==> src/rtl/approx_mul8_sequencer.sv <==
// 8x8 unsigned multiply sequenced over one external 4x4 core, four nibble steps.
// Optional APPROX_SKIP_LL_EN drops the AL*BL step (low nibble of result forced 0).
module approx_mul8_sequencer #(
  parameter int MUL_LAT = 0
) (
  input  logic        clk,
  input  logic        rst_n,
  input  logic        in_valid,
  output logic        in_ready,
  input  logic [7:0]  in_a,
  input  logic [7:0]  in_b,
  output logic        out_valid,
  input  logic        out_ready,
  output logic [15:0] out_p,
  output logic        out_sat,
  output logic        busy,
  output logic        mul_en,
  output logic [3:0]  mul_a,
  output logic [3:0]  mul_b,
  input  logic [7:0]  mul_p
);

  typedef enum logic [1:0] {
    IDLE = 2'd0,
    RUN  = 2'd1,
    HOLD = 2'd2
  } state_e;

  localparam logic [2:0] LAT = 3'(MUL_LAT);

`ifdef APPROX_SKIP_LL_EN
  localparam logic [1:0] FIRST_STEP = 2'd1;
`else
  localparam logic [1:0] FIRST_STEP = 2'd0;
`endif

  state_e      state_q, state_d;
  logic [7:0]  a_q, a_d;
  logic [7:0]  b_q, b_d;
  logic [16:0] acc_q, acc_d;
  logic [1:0]  step_q, step_d;
  logic [2:0]  wait_q, wait_d;

  logic [3:0]  nib_a;
  logic [3:0]  nib_b;
  logic [16:0] addend;
  logic        run;

  always_ff @(posedge clk or negedge rst_n) begin
    if (!rst_n) begin
      state_q <= IDLE;
      a_q     <= '0;
      b_q     <= '0;
      acc_q   <= '0;
      step_q  <= '0;
      wait_q  <= '0;
    end else begin
      state_q <= state_d;
      a_q     <= a_d;
      b_q     <= b_d;
      acc_q   <= acc_d;
      step_q  <= step_d;
      wait_q  <= wait_d;
    end
  end

  // step[1] picks the A nibble, step[0] the B nibble
  always_comb begin
    nib_a = step_q[1] ? a_q[7:4] : a_q[3:0];
    nib_b = step_q[0] ? b_q[7:4] : b_q[3:0];
    addend = {9'd0, mul_p};
    unique case (step_q)
      2'd0:    addend = {9'd0, mul_p};
      2'd3:    addend = {1'b0, mul_p, 8'd0};
      default: addend = {5'd0, mul_p, 4'd0};
    endcase
  end

  always_comb begin
    state_d = state_q;
    a_d     = a_q;
    b_d     = b_q;
    acc_d   = acc_q;
    step_d  = step_q;
    wait_d  = wait_q;
    unique case (state_q)
      IDLE: begin
        if (in_valid) begin
          a_d     = in_a;
          b_d     = in_b;
          acc_d   = '0;
          step_d  = FIRST_STEP;
          wait_d  = '0;
          state_d = (in_a == 8'd0 || in_b == 8'd0) ? HOLD : RUN;
        end
      end
      RUN: begin
        if (wait_q == LAT) begin
          acc_d  = acc_q + addend;
          wait_d = '0;
          if (step_q == 2'd3) begin
            state_d = HOLD;
          end else begin
            step_d = step_q + 2'd1;
          end
        end else begin
          wait_d = wait_q + 3'd1;
        end
      end
      HOLD: begin
        if (out_ready) begin
          state_d = IDLE;
        end
      end
      default: state_d = IDLE;
    endcase
  end

  assign run       = (state_q == RUN);
  assign in_ready  = (state_q == IDLE);
  assign busy      = (state_q != IDLE);
  assign out_valid = (state_q == HOLD);
  assign mul_en    = run;
  assign mul_a     = run ? nib_a : 4'd0;
  assign mul_b     = run ? nib_b : 4'd0;
  assign out_sat   = acc_q[16];
  assign out_p     = acc_q[16] ? 16'hFFFF : acc_q[15:0];

endmodule

==> config.mk <==
export PLATFORM = sky130hd
export DESIGN_NAME = approx_mul8_sequencer
export DESIGN_NICKNAME = d
export VERILOG_FILES = /design/src/rtl/approx_mul8_sequencer.sv
export SDC_FILE = /design/constraint.sdc
export NUM_CORES = 1
export LEC_CHECK = 0
export CAP_MARGIN = 40
export CORE_MARGIN = 5
export CORE_UTILIZATION = 48
export CTS_BUF_LIST = sky130_fd_sc_hd__clkbuf_8
export DETAILED_ROUTE_END_ITERATION = 16
export PLACE_DENSITY_LB_ADDON = 0.25
export SETUP_SLACK_MARGIN = 0.4
export SLEW_MARGIN = 20
export SYNTH_ARGS = -nofsm -noshare
export SYNTH_HDL_FRONTEND = slang
export SYNTH_SLANG_ARGS = --single-unit
==> constraint.sdc <==
create_clock -name clk -period 3.2 [get_ports clk]
set_input_delay 0.64 -clock clk [delete_from_list [all_inputs] [get_ports clk]]
set_output_delay 0.64 -clock clk [all_outputs]
set_load 0.01 [all_outputs]
Word level (Yosys, flattened, before mapping)
Cells that the tools add are included.
Operators by class
  reductions and logical operators: 13
  muxes and demuxes: 22
  equality and inequality tests: 8
  add/sub/neg operators: 3
Operators by type and width (number)
  $mux W17: 2
  $pmux W17 S2: 1
  $pmux W16 S2: 1
  $add A17 B17 Y17: 1
  $logic_not A8 Y1: 2
  $mux W16: 1
  $mux W2: 8
  $mux W4: 4
  $reduce_and A4 Y1: 2
  $mux W3: 2
  $ne A2 B1 Y1 const B: 3
  $pmux W2 S3: 1
  $pmux W3 S2: 1
  $eq A2 B2 Y1 const B: 2
  $logic_not A2 Y1: 2
  $ne A2 B2 Y1 const B: 2
  $pmux W2 S2: 1
  $reduce_and A2 Y1: 2
  $reduce_bool A2 Y1: 2
  $add A3 B1 Y3 const B: 1
  $logic_not A3 Y1: 1
  $reduce_and A3 Y1: 1
  $add A2 B1 Y2 const B: 1
  $eq A2 B1 Y1 const B: 1
  $logic_or A1 B1 Y1: 1
Storage, ports and cells
  logic and storage cells: 52
  input port bits: 28
  bits in registers: 40

Depth between registers and ports, before layout
Gate-level depths: netlist (run 1).
  depth in word-level cells: 5
  mapped depth: 15
  mapped depth without buffers: 13

Worst setup path before layout (run 1)
OpenSTA, ideal clock, no wires.
  path type: reg2reg
  start point: register step_q[0]
  end point: register acc_q[9]
  data arrival time: 3263 ps
  buffers on the path: 3
  stages on the path, launching flop included: 14
  setup time: 122 ps
  path slack: -185 ps
  clock period less this slack: 3385 ps
  path through: dfrtp_1 -> clkbuf_1 -> inv_1 -> ha_1 -> clkbuf_1 -> clkbuf_1 -> o21ai_0 -> ha_1 -> a21o_1 -> o21bai_4 -> o221a_4 -> o21a_1 -> or3_1 -> a32o_1
On the way
  word-level cells in the longest chain between the ends: 5
RTL lines
  start: declaration: line 41  | logic [1:0] step_q, step_d;
  start signal: assignment: line 62  | step_q <= step_d;
  $eq A2 B2 Y1 or $logic_not A2 Y1 (tied branches): line 72  | unique case (step_q)
  $pmux W16 S2 (*): line 72
  $add A17 B17 Y17 (*): line 99  | acc_d = acc_q + addend;
  $mux W17 (*): line 98  | if (wait_q == LAT) begin
  $pmux W17 S2 (*): line 86  | unique case (state_q)
  end signal: assignment: line 54  | acc_q <= '0;
  end signal: assignment: line 61  | acc_q <= acc_d;
  end: declaration: line 40  | logic [16:0] acc_q, acc_d;
Every way passes the cells marked *; elsewhere a longest branch is shown, timed or not. The select of a mux whose other input is x is not followed.
A chain may end at the register's enable or synchronous reset.

Final worst setup path (run 1)
  start point: input port mul_p[6]
  end point: register acc_q[9]
On the way
  word-level cells in the longest chain between the ends: 4
RTL lines
  start: declaration: line 20  | input logic [7:0] mul_p
  $pmux W16 S2: line 72
  $add A17 B17 Y17: line 99
  $mux W17: line 98
  $pmux W17 S2: line 86
Every way passes these cells. The select of a mux whose other input is x is not followed.

==> results of run 1 <==
## power by group through the flow
| stage | Clock (W) | Sequential, W | Combinational [W] |
|---|---|---|---|
| after floorplan | 0 | 0.000822 | 0.00138 |
| after global placement | 0 | 0.000856 | 0.00197 |
| after detailed placement | 0 | 0.000863 | 0.00200 |
| after CTS | 0.000428 | 0.000854 | 0.00208 |
| after global routing | 0.000452 | 0.000890 | 0.00267 |
| final | 0.000428 | 0.000863 | 0.00243 |
## cells in the mapped netlist (2+ instances only)
| master | instances |
|---|---|
| sky130_fd_sc_hd__nand2_1 | 91 |
| sky130_fd_sc_hd__dfrtp_1 | 40 |
| sky130_fd_sc_hd__o21ai_0 | 29 |
| sky130_fd_sc_hd__ha_1 | 20 |
| sky130_fd_sc_hd__clkbuf_1 | 17 |
| sky130_fd_sc_hd__nor2_1 | 17 |
| sky130_fd_sc_hd__or2_2 | 16 |
| sky130_fd_sc_hd__a21oi_1 | 12 |
| sky130_fd_sc_hd__inv_1 | 12 |
| sky130_fd_sc_hd__a21o_1 | 9 |
| sky130_fd_sc_hd__and2_1 | 8 |
| sky130_fd_sc_hd__mux2i_1 | 8 |
| sky130_fd_sc_hd__xor2_1 | 7 |
| sky130_fd_sc_hd__a31oi_1 | 5 |
| sky130_fd_sc_hd__nand3_1 | 4 |
| sky130_fd_sc_hd__nor2b_1 | 4 |
| sky130_fd_sc_hd__xnor2_1 | 4 |
| sky130_fd_sc_hd__a21boi_0 | 3 |
| sky130_fd_sc_hd__a22o_1 | 3 |
| sky130_fd_sc_hd__nand2b_1 | 3 |
| sky130_fd_sc_hd__nor3_1 | 3 |
| sky130_fd_sc_hd__o211ai_1 | 3 |
| sky130_fd_sc_hd__o31ai_1 | 3 |
| sky130_fd_sc_hd__or4_1 | 3 |
| sky130_fd_sc_hd__a22oi_1 | 2 |
| sky130_fd_sc_hd__a32o_1 | 2 |
| sky130_fd_sc_hd__nor3b_1 | 2 |
| sky130_fd_sc_hd__nor4_1 | 2 |
| sky130_fd_sc_hd__o21a_1 | 2 |
## metal layers
layer  vias up  GRT usage  share of wire
li1       1346          -              -
met1      1320      0.250           0.43
met2        93      0.346           0.49
met3         9     0.0435          0.066
met4         0     0.0482          0.015
met5         -          0              0
## logic make-up (layout without fill, tap and decap cells)
group	after synthesis	in the layout	share of synthesized area
and+or+nand+nor	157	157	0.250
AOI/OAI and AO/OA	84	84	0.201
DFF	40	40	0.352
buffers and inverters	30	101	0.0400
adders and majority gates	21	21	0.0951
xor gates and xnor gates	11	11	0.0339
muxes	8	8	0.0282
## flip-flops by register name, indices dropped and copies added (netlist names)
name     cells
a_q          8
state_q      2
wait_q       3
acc_q       17
step_q       2
b_q          8
## what timing repair did
item | 4_1_cts | 5_1_grt
pin swaps | 3 | 15
setup endpoints to repair | 7 | 9
cloned | 0 | 1
setup buffers | 2 | 12
resized for setup | 7 | 26
hold endpoints to repair | 0 | 0
## per-stage QoR
step	cells	area [µm²]	hold slack, ns	setup slack (ns)
2_1_floorplan	351	2920	0.344	0.231
3_3_place_gp	473	3530	0.458	0.0720
3_5_place_dp	474	3560	0.462	0.0208
4_1_cts	484	3710	0.315	0.367
5_1_grt	497	3960	0.337	0.229
6_report	497	3960	0.300	0.309
## path summary, 6_finish.rpt
check                           from   endpoint  slack (ns)  cells after the start
min                            rst_n  acc_q[11]        0.30                      1
min reg2reg                   a_q[3]     a_q[3]        0.48                      2
max in group asynchronous      rst_n     b_q[6]        2.40                      2
min in group clk              a_q[3]     a_q[3]        0.48                      2
max reg2reg                step_q[1]   acc_q[9]        0.34                     11
max                         mul_p[6]   acc_q[9]        0.31                     10
## final cells by class
type | instances | area [µm²] | area share
clock buffers | 5 | 68.8 | 0.0174
clock inverters | 3 | 42.5 | 0.0107
inverters | 12 | 47.5 | 0.0120
multi-input cells | 281 | 1910 | 0.482
flip-flops and latches | 40 | 1000 | 0.253
well taps | 75 | 93.8 | 0.0237
repair buffers | 81 | 798 | 0.201
==> metrics.log, run 1 <==
INFO  metric status = finished, final reports clean
INFO  metric cp_num_buf_inv = 2
INFO  metric p_int = 0.00213 W
INFO  metric insertedDiodeCount = 0
INFO  metric static_leakage = 1.88 nW
INFO  metric gpl.final_weighted_congestion = 0.917
INFO  metric hpwlAfterDp = 5310 µm
INFO  metric seq_power_share = 0.232
INFO  metric ctsHtreeMaxLevel = 2
INFO  metric die_height = 87.0 µm
INFO  metric synth-seq-area-share = 0.352
INFO  metric clock_skew = 0.0163 ns
INFO  metric post-route-period-util = 0.904
INFO  metric cp-end-kind = flop
INFO  metric setup_viol = 0
INFO  metric clk_transition_reported_paths = 0.09 ns
INFO  metric syn_avg_cell_area = 8.10 µm²
INFO  metric synth_edf_count = 0
INFO  metric route.antenna.remaining_nets = 0
INFO  metric dieArea = 7560 µm²
INFO  metric grt_overflow_total = 0
INFO  metric hold_path_class = primary input to asynchronous set/reset pin
INFO  metric maxSlewHeadroom = 0.579
INFO  metric netSwitchingFraction = 0.427
INFO  metric synthDominantAreaCellType = sky130_fd_sc_hd__dfrtp_1
INFO  metric critical_path.startpoint_type = primary input
INFO  metric drv_slew = 0
INFO  metric max_clock_freq = 346 MHz
INFO  metric finalCoreUtilization = 0.677
INFO  metric final_layout_size_suffix_gt1_frac = 0.187
INFO  metric yosys_warnings = 0
INFO  metric number_of_global_route_vias_before_repair = 2555
INFO  metric synth_cells = 351
INFO  metric die-width = 87.0 µm
INFO  metric max_cap_violations = 0
INFO  metric vdd_ir_drop_max = 626 µV
INFO  metric p_total = 0.00372 W
INFO  metric crit_arrival = 3.09 ns
INFO  metric mostFrequentLayoutCells = sky130_fd_sc_hd__nand2_1 (89), sky130_fd_sc_hd__clkdlybuf4s50_1 (53), sky130_fd_sc_hd__dfrtp_1 (40)
INFO  metric routed_wire_length_per_instance = 15.7 µm
INFO  metric report.final.hold_viol_count = 0
INFO  metric numPortBuffers = 56
INFO  metric rsz0062_at_grt = true
INFO  metric power.combinational.fraction = 0.653
INFO  metric drt-vias-per-instance = 5.57
INFO  metric cts_tree = yes
INFO  metric power_density = 939 nW/µm²
INFO  metric crit_slowest_cell = sky130_fd_sc_hd__clkdlybuf4s50_1
INFO  metric timing.final.crit_period = 2.89 ns
INFO  metric cts_hold_buf = 0
INFO  metric critical-path-top-delay-family = compound AO/OA/AOI/OAI gates
INFO  metric dr.pass1.iters = 4
INFO  metric grt_antenna_before_repair = 0
INFO  metric netlist-cell-type-count = 46
INFO  metric switchingPower = 0.00159 W
INFO  metric fillerInstances = 474
INFO  metric worst_skew_pair.late_latency = 0.30 ns
INFO  metric floorplan.initialDensity = 0.486
INFO  metric critical_path_class = primary input to flop
INFO  metric drt-total-wl = 7810 µm
INFO  metric grt_max_degree = 22
INFO  metric critical_path.max_fanout = 5
INFO  metric syn-cell-area = 2840 µm²
INFO  metric num_vias = 2768
INFO  metric route.detailed.drc = 0
INFO  metric floorplan.core_area = 5850 µm²
INFO  metric drtIter0Drc = 231
INFO  metric cpPeakStageDelay = 0.53 ns
INFO  metric cp_data_required_time = 3.40 ns
INFO  metric synth.top_cells.by_area = sky130_fd_sc_hd__dfrtp_1 (35%), sky130_fd_sc_hd__nand2_1 (12%), sky130_fd_sc_hd__ha_1 (8.8%)
INFO  metric cts-root-buf = sky130_fd_sc_hd__clkbuf_8
INFO  metric crit_path_cell_trace = clkdlybuf4s50_1 -> nand2_1 -> o21ai_1 -> ha_1 -> a21oi_2 -> inv_1 -> o221a_4 -> o21a_1 -> or3_1 -> a32o_1
INFO  metric area_delta_synth_final = 39.4%
INFO  metric synth_fp_nets = 400
INFO  metric rows = 28
INFO  metric grt_pass1_wl = 11900 µm
INFO  metric worstMarginPinSlew = 0.631 ns
INFO  metric share_of_yosys_cell_area_claimed_by_the_top_area_cell_type = 0.352
INFO  metric synth_top_flop_cell = sky130_fd_sc_hd__dfrtp_1
INFO  metric final_common_cell = sky130_fd_sc_hd__nand2_1
INFO  metric clk_path_buf_depth = 2
INFO  metric pin_count = 57
INFO  metric setup_tns = 0 ns
INFO  metric numClockSinks = 40
INFO  metric synth-async-reset-ratio = 1.00
INFO  metric cts_inserted_buffers = 5
INFO  metric share_clk_of_total_power = 0.115
INFO  metric num-nets-final = 470
INFO  metric groute.usage.overall = 0.199
INFO  metric ys_seq_elements = 40
No activity file was read; power rests on OpenSTA's default activity.
==> inputs of run 2 (changes only) <==
- SLEW_MARGIN: 20 -> 10
==> results of run 2 <==
The final DEF is identical to that of run 1; final timing and power are the same.
